`config.mk`:
```
export PLATFORM = sky130hd
export DESIGN_NAME = shared_bus_arbiter
export DESIGN_NICKNAME = d
export VERILOG_FILES = /design/src/rtl/shared_bus_arbiter.sv
export SDC_FILE = /design/constraint.sdc
export NUM_CORES = 1
export LEC_CHECK = 0
export BUFFER_PORTS_ARGS = -buffer_cell sky130_fd_sc_hd__buf_2
export CAP_MARGIN = 20
export CORE_ASPECT_RATIO = 2
export CORE_UTILIZATION = 46
export CTS_CLUSTER_DIAMETER = 80
export DETAILED_ROUTE_END_ITERATION = 8
export HOLD_SLACK_MARGIN = 0.06
export MAX_ROUTING_LAYER = met4
export PLACE_DENSITY = 0.93
export SLEW_MARGIN = 20
export SYNTH_ARGS = -nofsm -noshare
export SYNTH_HDL_FRONTEND = slang
export SYNTH_SLANG_ARGS = --single-unit
```
`constraint.sdc`:
```
create_clock -name clk_i -period 3.5 [get_ports clk_i]
set_clock_uncertainty 0.15 [all_clocks]
set_input_delay 0.7 -clock clk_i [delete_from_list [all_inputs] [get_ports clk_i]]
set_output_delay 0.7 -clock clk_i [all_outputs]
set_load 0.01 [all_outputs]
```
`src/rtl/shared_bus_arbiter.sv`:
```
// Round-robin arbiter and transaction sequencer for the shared L2 bus: ADDR -> SNOOP -> (WRITEBACK) -> DONE.
// Latency: request sampled in IDLE at t gives grant/bus_valid at t+1 and done at t+2+SNOOP_LAT without writeback.
// Backpressure: none on the request side (req held until done); WRITEBACK stalls until wb_done_i (or watchdog expiry).
//
// Ports:
//   clk_i, rst_ni         clock, synchronous active-low reset
//   req_i                 per-agent request, held until that agent's done
//   req_cmd_i/req_addr_i  per-agent command (00 R, 01 W, 10 M, 11 I) and address
//   grant_o, done_o       one-hot owner (ADDR..DONE), one-hot 1-cycle completion
//   bus_valid_o           command/address strobe, with bus_cmd_o/bus_addr_o
//   snoop_in_i            per-agent snoop reply (00 MISS, 01 HIT, 10 HITM, 11 treated as HITM)
//   snoop_result_o        merged snoop result, valid with done
//   wb_done_i, timeout_o  owner writeback complete; watchdog expiry pulse
// Optional feature: define SHARED_BUS_TIMEOUT_EN to enable the writeback watchdog.
module shared_bus_arbiter #(
   parameter int NUM_AGENTS     = 4,
   parameter int ADDR_WIDTH     = 32,
   parameter int SNOOP_LAT      = 2,
   parameter int TIMEOUT_CYCLES = 64
) (
   input  logic                             clk_i,
   input  logic                             rst_ni,
   input  logic [NUM_AGENTS-1:0]            req_i,
   input  logic [2*NUM_AGENTS-1:0]          req_cmd_i,
   input  logic [ADDR_WIDTH*NUM_AGENTS-1:0] req_addr_i,
   output logic [NUM_AGENTS-1:0]            grant_o,
   output logic [NUM_AGENTS-1:0]            done_o,
   output logic                             bus_valid_o,
   output logic [1:0]                       bus_cmd_o,
   output logic [ADDR_WIDTH-1:0]            bus_addr_o,
   input  logic [2*NUM_AGENTS-1:0]          snoop_in_i,
   output logic [1:0]                       snoop_result_o,
   input  logic                             wb_done_i,
   output logic                             timeout_o
);

   localparam int IDX_W = $clog2(NUM_AGENTS);
   localparam int CNT_W = $clog2(SNOOP_LAT + 1);

   localparam logic [1:0] CMD_I   = 2'b11;
   localparam logic [1:0] SN_MISS = 2'b00;
   localparam logic [1:0] SN_HIT  = 2'b01;
   localparam logic [1:0] SN_HITM = 2'b10;

   if (NUM_AGENTS < 2 || NUM_AGENTS > 8 || SNOOP_LAT < 1 || TIMEOUT_CYCLES < 1) begin : g_bad_param
      $error("shared_bus_arbiter: parameter out of range");
   end

   typedef enum logic [2:0] {
      S_IDLE, S_ADDR, S_SNOOP, S_WRITEBACK, S_DONE
   } state_e;

   state_e                  state_q, state_d;
   logic [IDX_W-1:0]        rr_q, rr_d;
   logic [IDX_W-1:0]        win_q, win_d;
   logic [NUM_AGENTS-1:0]   grant_q, grant_d;
   logic [NUM_AGENTS-1:0]   done_q, done_d;
   logic                    valid_q, valid_d;
   logic [1:0]              cmd_q, cmd_d;
   logic [ADDR_WIDTH-1:0]   addr_q, addr_d;
   logic [1:0]              merged_q, merged_d;
   logic [1:0]              result_q, result_d;
   logic [CNT_W-1:0]        cnt_q, cnt_d;

   // Arbitration results
   logic                    arb_found;
   logic [IDX_W-1:0]        arb_idx;
   logic [IDX_W-1:0]        cand;
   logic [NUM_AGENTS-1:0]   arb_onehot;
   logic [1:0]              arb_cmd;
   logic [ADDR_WIDTH-1:0]   arb_addr;

   // Snoop merge
   logic                    any_hit, any_hitm;
   logic [1:0]              merge_now;

`ifdef SHARED_BUS_TIMEOUT_EN
   localparam int WD_W = $clog2(TIMEOUT_CYCLES + 1);
   logic [WD_W-1:0]         wd_q, wd_d;
   logic                    timeout_q, timeout_d;
`endif

   // First requester at or after rr_q, wrapping around the agent ring.
   always_comb begin
      arb_found = 1'b0;
      arb_idx   = '0;
      cand      = '0;
      for (int i = 0; i < NUM_AGENTS; i++) begin
         cand = IDX_W'((int'(rr_q) + i) % NUM_AGENTS);
         if (!arb_found && req_i[cand]) begin
            arb_found = 1'b1;
            arb_idx   = cand;
         end
      end
   end

   // Constant-index mux of the winner's command/address.
   always_comb begin
      arb_onehot = '0;
      arb_cmd    = '0;
      arb_addr   = '0;
      for (int i = 0; i < NUM_AGENTS; i++) begin
         if (IDX_W'(i) == arb_idx) begin
            arb_onehot[i] = 1'b1;
            arb_cmd       = req_cmd_i[2*i +: 2];
            arb_addr      = req_addr_i[ADDR_WIDTH*i +: ADDR_WIDTH];
         end
      end
   end

   // The owner's own reply is ignored; an illegal 11 is pessimistically a HITM.
   always_comb begin
      any_hit  = 1'b0;
      any_hitm = 1'b0;
      for (int i = 0; i < NUM_AGENTS; i++) begin
         if (IDX_W'(i) != win_q) begin
            case (snoop_in_i[2*i +: 2])
               2'b10, 2'b11: any_hitm = 1'b1;
               2'b01:        any_hit  = 1'b1;
               default:      ;
            endcase
         end
      end
      merge_now = any_hitm ? SN_HITM : (any_hit ? SN_HIT : SN_MISS);
   end

   always_comb begin
      state_d  = state_q;
      rr_d     = rr_q;
      win_d    = win_q;
      grant_d  = grant_q;
      done_d   = '0;
      valid_d  = 1'b0;
      cmd_d    = cmd_q;
      addr_d   = addr_q;
      merged_d = merged_q;
      result_d = SN_MISS;
      cnt_d    = cnt_q;
`ifdef SHARED_BUS_TIMEOUT_EN
      wd_d      = wd_q;
      timeout_d = 1'b0;
`endif
      case (state_q)
         S_IDLE: begin
            if (arb_found) begin
               win_d   = arb_idx;
               grant_d = arb_onehot;
               valid_d = 1'b1;
               cmd_d   = arb_cmd;
               addr_d  = arb_addr;
               state_d = S_ADDR;
            end
         end
         S_ADDR: begin
            cnt_d   = CNT_W'(SNOOP_LAT - 1);
            state_d = S_SNOOP;
         end
         S_SNOOP: begin
            if (cnt_q == '0) begin
               merged_d = merge_now;
               if (merge_now == SN_HITM && cmd_q != CMD_I) begin
                  state_d = S_WRITEBACK;
`ifdef SHARED_BUS_TIMEOUT_EN
                  wd_d    = '0;
`endif
               end else begin
                  state_d  = S_DONE;
                  done_d   = grant_q;
                  result_d = merge_now;
               end
            end else begin
               cnt_d = cnt_q - 1'b1;
            end
         end
         S_WRITEBACK: begin
            if (wb_done_i) begin
               state_d  = S_DONE;
               done_d   = grant_q;
               result_d = merged_q;
            end
`ifdef SHARED_BUS_TIMEOUT_EN
            else if (wd_q == WD_W'(TIMEOUT_CYCLES - 1)) begin
               state_d   = S_DONE;
               done_d    = grant_q;
               result_d  = SN_HITM;
               timeout_d = 1'b1;
            end else begin
               wd_d = wd_q + 1'b1;
            end
`endif
         end
         S_DONE: begin
            rr_d     = (win_q == IDX_W'(NUM_AGENTS - 1)) ? '0 : win_q + 1'b1;
            grant_d  = '0;
            cmd_d    = '0;
            addr_d   = '0;
            merged_d = SN_MISS;
            state_d  = S_IDLE;
         end
         default: state_d = S_IDLE;
      endcase
   end

   always_ff @(posedge clk_i) begin
      if (!rst_ni) begin
         state_q  <= S_IDLE;
         rr_q     <= '0;
         win_q    <= '0;
         grant_q  <= '0;
         done_q   <= '0;
         valid_q  <= 1'b0;
         cmd_q    <= '0;
         addr_q   <= '0;
         merged_q <= '0;
         result_q <= '0;
         cnt_q    <= '0;
`ifdef SHARED_BUS_TIMEOUT_EN
         wd_q      <= '0;
         timeout_q <= 1'b0;
`endif
      end else begin
         state_q  <= state_d;
         rr_q     <= rr_d;
         win_q    <= win_d;
         grant_q  <= grant_d;
         done_q   <= done_d;
         valid_q  <= valid_d;
         cmd_q    <= cmd_d;
         addr_q   <= addr_d;
         merged_q <= merged_d;
         result_q <= result_d;
         cnt_q    <= cnt_d;
`ifdef SHARED_BUS_TIMEOUT_EN
         wd_q      <= wd_d;
         timeout_q <= timeout_d;
`endif
      end
   end

   assign grant_o        = grant_q;
   assign done_o         = done_q;
   assign bus_valid_o    = valid_q;
   assign bus_cmd_o      = cmd_q;
   assign bus_addr_o     = addr_q;
   assign snoop_result_o = result_q;
`ifdef SHARED_BUS_TIMEOUT_EN
   assign timeout_o      = timeout_q;
`else
   assign timeout_o      = 1'b0;
`endif

endmodule
```
==> results of run 1 <==
## stage by stage
step                      setup slack [ps]  cells
final                                 1100    636
after global routing                   960    636
after CTS                             1100    635
after detailed placement               809    627
after global placement                 888    627
after floorplan                       1310    369
## how the worst max path moves through the flow
stage | start | end | depth (start not counted)
after CTS | req_i[3] | bus_addr_o[5]$_SDFFE_PN0P_ | 6
after global placement | req_i[1] | bus_cmd_o[1]$_SDFFE_PN0P_ | 6
final | req_i[3] | bus_addr_o[5]$_SDFFE_PN0P_ | 6
after floorplan | req_i[3] | bus_addr_o[13]$_SDFFE_PN0P_ | 7
after global routing | req_i[3] | bus_addr_o[8]$_SDFFE_PN0P_ | 6
after detailed placement | req_i[3] | bus_addr_o[5]$_SDFFE_PN0P_ | 6
## cell usage after synthesis, drive strengths merged, types with 3 or more instances
cell	count
clkbuf	9
nor3b	3
o21ai	4
o22ai	13
o32ai	4
and2	8
nand3	4
inv	10
nand2	34
nor2	22
ha	5
nand2b	6
and2b	3
or2	3
o211ai	4
o221ai	30
a22oi	13
dfxtp	56
nor3	47
nor2b	4
a21oi	26
o31ai	20
buf	22
## logic make-up (layout without fill, tap and decap cells)
logic type / after synthesis / count (layout) / synth area share (%)
flip-flops: 56 / 56 / 36.5
other: 1 / 2 / 0.122
buffers and inverters: 41 / 221 / 6.69
AO/OA/AOI/OAI: 129 / 129 / 31.5
AND/OR/NAND/NOR: 137 / 137 / 23.1
adder cells (fa/ha/maj): 5 / 5 / 2.04
## layout make-up
class | count | area, µm² | share of cell area (%)
antenna | 1 | 2.50 | 0.0593
clock buffer | 5 | 125 | 2.96
clock inverter | 3 | 42.5 | 1.01
inverter | 10 | 37.5 | 0.889
multi-input combinational | 272 | 1750 | 41.4
sequential | 56 | 1120 | 26.6
tap | 86 | 108 | 2.55
timing repair buffer | 203 | 1040 | 24.5
## metal layers
layer / track usage [%] / vias to the layer above / share of wire (%) / wire length, µm
met5: - / - / 0 / 0
met4: 16.1 / 0 / 3.9 / 414
met2: 55.0 / 202 / 55 / 5880
met1: 32.8 / 1735 / 35 / 3770
met3: 4.73 / 36 / 6.1 / 652
li1: - / 1763 / - / -
## power groups by stage
stage | sequential, mW | combinational, mW | clock (mW)
2_1_floorplan | 0.867 | 0.392 | 0
3_3_place_gp | 0.837 | 0.661 | 0
3_5_place_dp | 0.841 | 0.684 | 0
4_1_cts | 0.829 | 0.687 | 0.577
5_1_grt | 0.843 | 0.752 | 0.608
6_report | 0.831 | 0.687 | 0.574
## state kept, by name, indices dropped and copies added (netlist names)
name            cells
bus_addr_o         32
bus_cmd_o           2
bus_valid_o         1
cnt_q               2
done_o              4
grant_o             4
merged_q            2
rr_q                2
snoop_result_o      2
state_q             3
win_q               2
## placed cells by master, fill, tap and decap left out, types with 6 or more instances in the layout
cell type  instances
a21oi_1           26
a22oi_1           13
and2_1             7
buf_2            195
buf_4              8
dfxtp_1           56
inv_1             10
nand2_1           34
nand2b_1           6
nor2_1            20
nor3_1            44
o221ai_1          30
o22ai_1           12
o31ai_1           20
## worst min-delay path: stages, from the launching register on
cell	delay (ps)
dfxtp_1	320
nand2_1	50
o31ai_1	50
==> out/metrics.csv, run 1 <==
metric;value;unit
gp_congestion;0.886;
cts_root_buffer;clkbuf_16;
crit_path_max_fanout;35;
drv_slew;0;
n_fill_cell;576;
p_clk_share;27.4;%
rsz0062_at_grt;false;
htree_levels;2;
cts.sinks;56;
port_buffers;195;
drc_errors;0;
hold-worst-slack;302;ps
hp-start;bus_addr_o[10]$_SDFFE_PN0P_;
die-area;0.00702;mm²
wl_per_cell;16.9;µm
fin_tns_setup;0;ps
die_x;59.7;µm
area_growth;37.6;%
initial_core_util;48.2;%
clk_latency;290;ps
ys_ff_latch;56;
postLayoutCoreUtil;66.4;%
p_total;2.09;mW
drt_iter0_drc;215;
cts_buffers;5;
clockBufferDepth;2;
syn_avg_cell_area;8.31;µm²
worst_pin_slew;1010;ps
yosys_warnings;0;
path_clk_slew;70;ps
hold_depth;2;
placed_cell_area;0.00405;mm²
p_int;1.39;mW
start_kind;input pin;
cp-end-kind;register;
dpl.hpwl;8110;µm
vias;3736;
hold_buffers;0;
drv_cap;0;
leakagePower;1.87;nW
r2r_end;bus_addr_o[5]$_SDFFE_PN0P_;
synth_seq_area_share;36.5;%
drt_wl_total;10700;µm
ys_top_cells_by_area;dfxtp_1 (37%), o221ai_1 (8.6%), nor3_1 (7.2%);
routed_via_density;5.87;
critPathMaxStageDelay;640;ps
grt_max_degree;36;
antenna_found_initial;1;
synth_nets;525;
r2r_cells;5;
critPathBufInv;1;
finalHoldViolations;0;
power_density;496;mW/mm²
grt_usage;31.7;%
syn_inst;369;
status;finished, final reports clean;
period_needed;2400;ps
synth-edff-count;0;
drive_gt1_share;41.5;%
ctsResizeCount;0;
crit_family;simple AND/OR/NAND/NOR gates;
io_pins;197;
fin_crit_sh;68.7;%
core_area;0.00636;mm²
fp.dieH;117;µm
setup_viol_count_final;0;
p_switching;0.705;mW
crit_path_top_delay_cell;nor2_4;
grt-ovfl-total;0;
synth_top_cell_by_area;dfxtp_1;
worstPathRequired;3550;ps
min_to;bus_addr_o[10]$_SDFFE_PN0P_;
grt_pass1_wl;16700;µm
hold_class;reg2reg;
ant_nets;0;
synthArstFlopShare;0;%
slew_headroom;32.3;%
path_cells;buf_2 > or4_4 > nand2_1 > nor2_4 > o221ai_1 > o31ai_1;
drt_first_pass_iters;5;
r2r_start;state_q[0]$_SDFFE_PN0P_;
synth_cell_types;49;
cp.arrival;2450;ps
synth_top_area_share;36.5;%
synth_area;0.00307;mm²
combPwrFrac;32.8;%
finalNetCount;704;
reg2reg_slack;1180;ps
seqPwrFrac;39.7;%
peakVddDrop;0.000375;V
clock.fmax;416;MHz
fin_area;0.00422;mm²
p_sw_share;33.7;%
post_cts_buffers;0;
row_count;41;
cts_tree;done;
synth_top_flop_cell;dfxtp_1;
worstSetupPathType;in2reg;
grt_pass1_vias;3682;
Power figures use the tool's default switching activity.
==> inputs of run 2 (changes only) <==
CORE_UTILIZATION = 39   (was 46)
PLACE_DENSITY = 0.85   (was 0.93)
clock period = 2.1 ns   (was 3.5 ns; I/O delays follow)
==> out/metrics.csv, run 2 (synthesized netlist as in run 1, its figures left out) <==
metric;value;unit;change
peakVddDrop;0.000408;V;+9.0%
start_kind;register;;
path_clk_slew;80;ps;about the same
combPwrFrac;36.2;%;+3.4 points
placed_cell_area;0.00424;mm²;+4.7%
initial_core_util;40.4;%;-7.9 points
p_sw_share;34.9;%;+1.2 points
grt_usage;27.6;%;-4.1 points
hold_buffers;0;;unchanged
drt_iter0_drc;236;;+9.8%
gp_congestion;0.907;;+2.3%
drv_slew;0;;unchanged
finalNetCount;720;;+2.3%
r2r_start;rr_q[0]$_SDFFE_PN0P_;;
core_area;0.00760;mm²;+19%
clockBufferDepth;2;;unchanged
worst_pin_slew;641;ps;-368 ps
rsz0062_at_grt;false;;
p_switching;1.22;mW;+73%
grt_max_degree;42;;+17%
cts_root_buffer;clkbuf_16;;
row_count;45;;+9.8%
slew_headroom;57.1;%;+25 points
finalHoldViolations;0;;unchanged
r2r_end;bus_addr_o[2]$_SDFFE_PN0P_;;
clock.fmax;517;MHz;
seqPwrFrac;39.2;%;-0.5 points
die_x;64.7;µm;+8.3%
hold_class;in2reg;;
drc_errors;0;;unchanged
crit_path_max_fanout;20;;-43%
clk_latency;300;ps;about the same
min_to;bus_addr_o[22]$_SDFFE_PN0P_;;
cp.arrival;1990;ps;-460 ps
die-area;0.00825;mm²;+17%
fp.dieH;127;µm;+8.5%
grt_pass1_wl;17200;µm;+2.8%
fin_crit_sh;92.1;%;
n_fill_cell;692;;+20%
antenna_found_initial;2;;+1
largest_reg_flops;32;;unchanged
p_total;3.49;mW;+67%
port_buffers;195;;unchanged
cts.sinks;56;;unchanged
cts_tree;done;;
p_clk_share;24.6;%;-2.8 points
period_needed;1930;ps;
leakagePower;1.96;nW;+5.3%
wl_per_cell;16.5;µm;-2.0%
ant_nets;0;;unchanged
final_common_cell;buf_2;;
drt_wl_total;10900;µm;+1.9%
power_density;788;mW/mm²;+59%
layout_common_cells;buf_2 (195), dfxtp_1 (56), nor3_1 (44), nand2_1 (34), o221ai_1 (30);;
drt_first_pass_iters;5;;unchanged
r2r_cells;6;;+1
drive_gt1_share;43.4;%;+1.8 points
drv_cap;0;;unchanged
grt_pass1_vias;3680;;-0.054%
vias;3744;;+0.21%
routed_via_density;5.66;;-3.6%
reg2reg_slack;170;ps;-1010 ps
grt-ovfl-total;0;;unchanged
worstPathRequired;2160;ps;-1390 ps
dpl.hpwl;8130;µm;+0.24%
area_growth;44.5;%;
hold_depth;3;;+1
cts_buffers;5;;unchanged
p_int;2.27;mW;+64%
io_pins;197;;unchanged
cp-end-kind;register;;
fin_area;0.00443;mm²;+5.0%
worstSetupPathType;reg2reg;;
hp-start;req_addr_i[118];;
htree_levels;2;;unchanged
status;finished, final reports clean;;
setup_viol_count_final;0;;unchanged
[run 2: cell types whose count changed in the layout (fill, tap and decap cells not counted), sizes merged]
cell      delta
bufinv       -1
buf         +15
nor2         +1
clkinvlp     +1
diode        +1
[run 2: final cells by class]
type | count | area, µm² | area share (%)
Antenna cell | 2 | 5.00 | 0.113
Clock buffer | 5 | 125 | 2.82
Clock inverter | 3 | 23.8 | 0.536
Inverter | 10 | 37.5 | 0.847
Multi-Input combinational cell | 273 | 1790 | 40.4
Sequential cell | 56 | 1120 | 25.3
Tap cell | 94 | 118 | 2.65
Timing Repair Buffer | 218 | 1210 | 27.3
[run 2: how the worst max path moves through the flow]
stage / from / end / slack [ps] / cells past startpoint
2_1_floorplan: req_i[3] / bus_addr_o[13]$_SDFFE_PN0P_ / 190 / 7
3_3_place_gp: req_i[0] / bus_addr_o[0]$_SDFFE_PN0P_ / -150 / 6
3_5_place_dp: req_i[2] / bus_addr_o[2]$_SDFFE_PN0P_ / -210 / 6
4_1_cts: rr_q[0]$_SDFFE_PN0P_ / bus_addr_o[6]$_SDFFE_PN0P_ / 110 / 6
5_1_grt: state_q[1]$_SDFFE_PN0P_ / bus_addr_o[6]$_SDFFE_PN0P_ / 9 / 5
6_report: rr_q[0]$_SDFFE_PN0P_ / bus_addr_o[2]$_SDFFE_PN0P_ / 170 / 6
[run 2: worst max-delay path, stage by stage (launching register included)]
cell      delay [ps]
dfxtp_1          360
and2b_1          310
o22ai_1          130
a32oi_2          280
buf_12           200
o221ai_1         130
o31ai_1          280
[run 2: per-stage QoR]
stage	cells	setup WS [ps]	hold slack, ps	utilization, %	TNS (ps)
2_1_floorplan	369	191	284	-	0
3_3_place_gp	649	-147	280	55.8	-3260
3_5_place_dp	649	-209	292	55.8	-5140
4_1_cts	658	109	252	58.0	0
5_1_grt	661	8.95	255	58.3	0
6_report	661	166	258	58.3	0
[run 2: repair_timing]
action | 4_1_cts | 5_1_grt
pin swaps | 1 | 2
setup endpoints to repair | 6 | 4
buffers inserted | 0 | 1
cloned | 1 | 0
resized for setup | 2 | 2
[run 2: power by group through the flow]
| stage | Combinational [mW] | Sequential, mW | Clock, mW |
|---|---|---|---|
| finish | 1.26 | 1.37 | 0.859 |
| global route | 1.39 | 1.39 | 0.927 |
| CTS | 1.26 | 1.37 | 0.876 |
| detailed placement | 1.24 | 1.39 | 0 |
| global placement | 1.20 | 1.38 | 0 |
| floorplan | 0.654 | 1.44 | 0 |
[run 2: per-layer routing]
| layer | part of all wire [%] | wire length, µm | GRT usage, % |
|---|---|---|---|
| met3 | 5.7 | 622 | 4.38 |
| met1 | 36 | 3960 | 28.1 |
| met2 | 56 | 6080 | 49.6 |
| met5 | 0 | 0 | - |
| met4 | 2.4 | 267 | 13.1 |
==> inputs of run 3 (changes only) <==
CORE_ASPECT_RATIO = 0.5   (was 2)
==> out/metrics.csv, run 3 (synthesized netlist as in run 1, its figures left out) <==
metric;value;unit;change
fp.dieH;64.7;µm;-49%
power_density;791;mW/mm²;+0.46%
p_sw_share;34.2;%;-0.77 points
crit_path_max_fanout;18;;-10%
fin_tns_setup;0;ps;unchanged
leakagePower;1.96;nW;about the same
min_to;bus_addr_o[0]$_SDFFE_PN0P_;;
post_cts_buffers;0;;unchanged
p_switching;1.20;mW;-1.9%
fin_crit_sh;92.6;%;+0.44 points
cts_root_buffer;clkbuf_16;;
finalNetCount;718;;-0.28%
start_kind;register;;
grt_usage;25.3;%;-2.2 points
cts.sinks;56;;unchanged
die-area;0.00825;mm²;unchanged
fin_area;0.00443;mm²;-0.11%
hp-start;req_addr_i[64];;
combPwrFrac;35.9;%;-0.3 points
wl_per_cell;15.0;µm;-9.1%
peakVddDrop;0.000396;V;-3.0%
finalHoldViolations;0;;unchanged
rsz0062_at_grt;false;;
period_needed;1940;ps;+9.28 ps
status;finished, final reports clean;;
row_count;22;;-51%
gp_congestion;0.897;;-1.0%
cts_buffers;5;;unchanged
grt_max_degree;42;;unchanged
r2r_cells;5;;-1
dp_cells;662;;+2.0%
p_clk_share;25.1;%;+0.5 points
postLayoutCoreUtil;59.4;%;+1.0 points
r2r_end;bus_addr_o[26]$_SDFFE_PN0P_;;
slew_headroom;58.0;%;+0.90 points
dpl.hpwl;7450;µm;-8.3%
port_buffers;195;;unchanged
hold_buffers;0;;unchanged
drc_errors;0;;unchanged
antenna_found_initial;0;;-2
p_int;2.31;mW;+1.5%
cts_tree;done;;
clockBufferDepth;2;;unchanged
clock.fmax;514;MHz;-0.48%
cp-end-kind;register;;
path_clk_slew;70;ps;about the same
hold_class;in2reg;;
grt-ovfl-total;0;;unchanged
ant_nets;0;;unchanged
core_area;0.00746;mm²;-1.9%
io_pins;197;;unchanged
grt_pass1_vias;3472;;-5.7%
worstSetupPathType;reg2reg;;
num_antenna_cells;0;;-2
clk_latency;300;ps;about the same
die_x;127;µm;+97%
setup_viol_count_final;0;;unchanged
drv_slew;0;;unchanged
drv_cap;0;;unchanged
cp.arrival;2000;ps;about the same
instances_no_fill;671;;+1.5%
hold_depth;3;;unchanged
final_common_cell;buf_2;;
placed_cell_area;0.00425;mm²;+0.27%
grt_pass1_wl;16200;µm;-6.0%
reg2reg_slack;160;ps;about the same
drt_wl_total;10100;µm;-7.7%
worstPathRequired;2150;ps;about the same
htree_levels;2;;unchanged
largest_reg_flops;32;;unchanged
drive_gt1_share;43.3;%;about the same
seqPwrFrac;39.0;%;-0.2 points
area_growth;44.3;%;
layout_common_cells;buf_2 (195), dfxtp_1 (56), nor3_1 (44), nand2_1 (34), o221ai_1 (30);;
routed_via_density;5.55;;-2.1%
drt_first_pass_iters;6;;+1
initial_core_util;41.1;%;+0.77 points
r2r_start;state_q[1]$_SDFFE_PN0P_;;
worst_pin_slew;628;ps;-13.5 ps
drt_iter0_drc;308;;+31%
vias;3722;;-0.59%
[run 3: cell types whose count changed in the layout (fill, tap and decap cells not counted), sizes merged]
cell,change
inv,+1
clkbuf,+1
diode,-2
clkinvlp,-2
buf,-2
[run 3: cell type report]
| cell class | count | area (µm²) |
|---|---|---|
| clock inverter | 2 | 13.8 |
| clock buffer | 6 | 139 |
| sequential | 56 | 1120 |
| inverter | 10 | 37.5 |
| multi-input combinational | 273 | 1770 |
| tap | 108 | 135 |
| timing repair buffer | 216 | 1210 |
| fill | 671 | 3030 |
[run 3: worst max-delay path by stage]
stage,from,to,slack [ps],cells past startpoint
2_1_floorplan,req_i[3],bus_addr_o[13]$_SDFFE_PN0P_,190,7
3_3_place_gp,req_i[0],bus_addr_o[0]$_SDFFE_PN0P_,-90,6
3_5_place_dp,req_i[2],bus_addr_o[3]$_SDFFE_PN0P_,-210,6
4_1_cts,state_q[1]$_SDFFE_PN0P_,bus_addr_o[13]$_SDFFE_PN0P_,60,5
5_1_grt,state_q[1]$_SDFFE_PN0P_,bus_addr_o[26]$_SDFFE_PN0P_,20,5
6_report,state_q[1]$_SDFFE_PN0P_,bus_addr_o[26]$_SDFFE_PN0P_,160,5
[run 3: repair_timing]
| item | CTS | global route |
|---|---|---|
| hold endpoints to repair | 0 | 0 |
| pin swaps | 1 | 0 |
| cloned | 1 | 0 |
| endpoints found under the setup margin | 2 | 21 |
| gates resized for setup | 0 | 4 |
[run 3: metrics by stage]
stage | worst slack (ps) | hold WS, ps | power [mW]
6_report | 156 | 244 | 3.50
5_1_grt | 18.8 | 261 | 3.71
4_1_cts | 55.1 | 239 | 3.50
3_5_place_dp | -205 | 286 | 2.61
3_3_place_gp | -91.3 | 280 | 2.59
2_1_floorplan | 191 | 284 | 2.10
[run 3: layer usage]
metal  share of wire (%)  global-route usage (%)  up-vias
met3                 6.0                    5.37       29
met1                  43                    29.9     1750
met2                  50                    43.6      148
met5                   0                       -        -
li1                    -                       -     1795
met4                 1.7                    8.04        0
[run 3: worst max-delay path, stage by stage (launching register included)]
cell,delay [ps]
dfxtp_1,380
nor2_4,160
nand2_1,200
nor2_4,440
o221ai_1,210
o31ai_1,310
[run 3: power groups by stage]
stage	sequential [mW]	clock, mW	combinational, mW
after floorplan	1.44	0	0.654
after global placement	1.38	0	1.20
after detailed placement	1.39	0	1.23
after CTS	1.37	0.893	1.24
after global routing	1.39	0.946	1.37
final	1.37	0.879	1.26
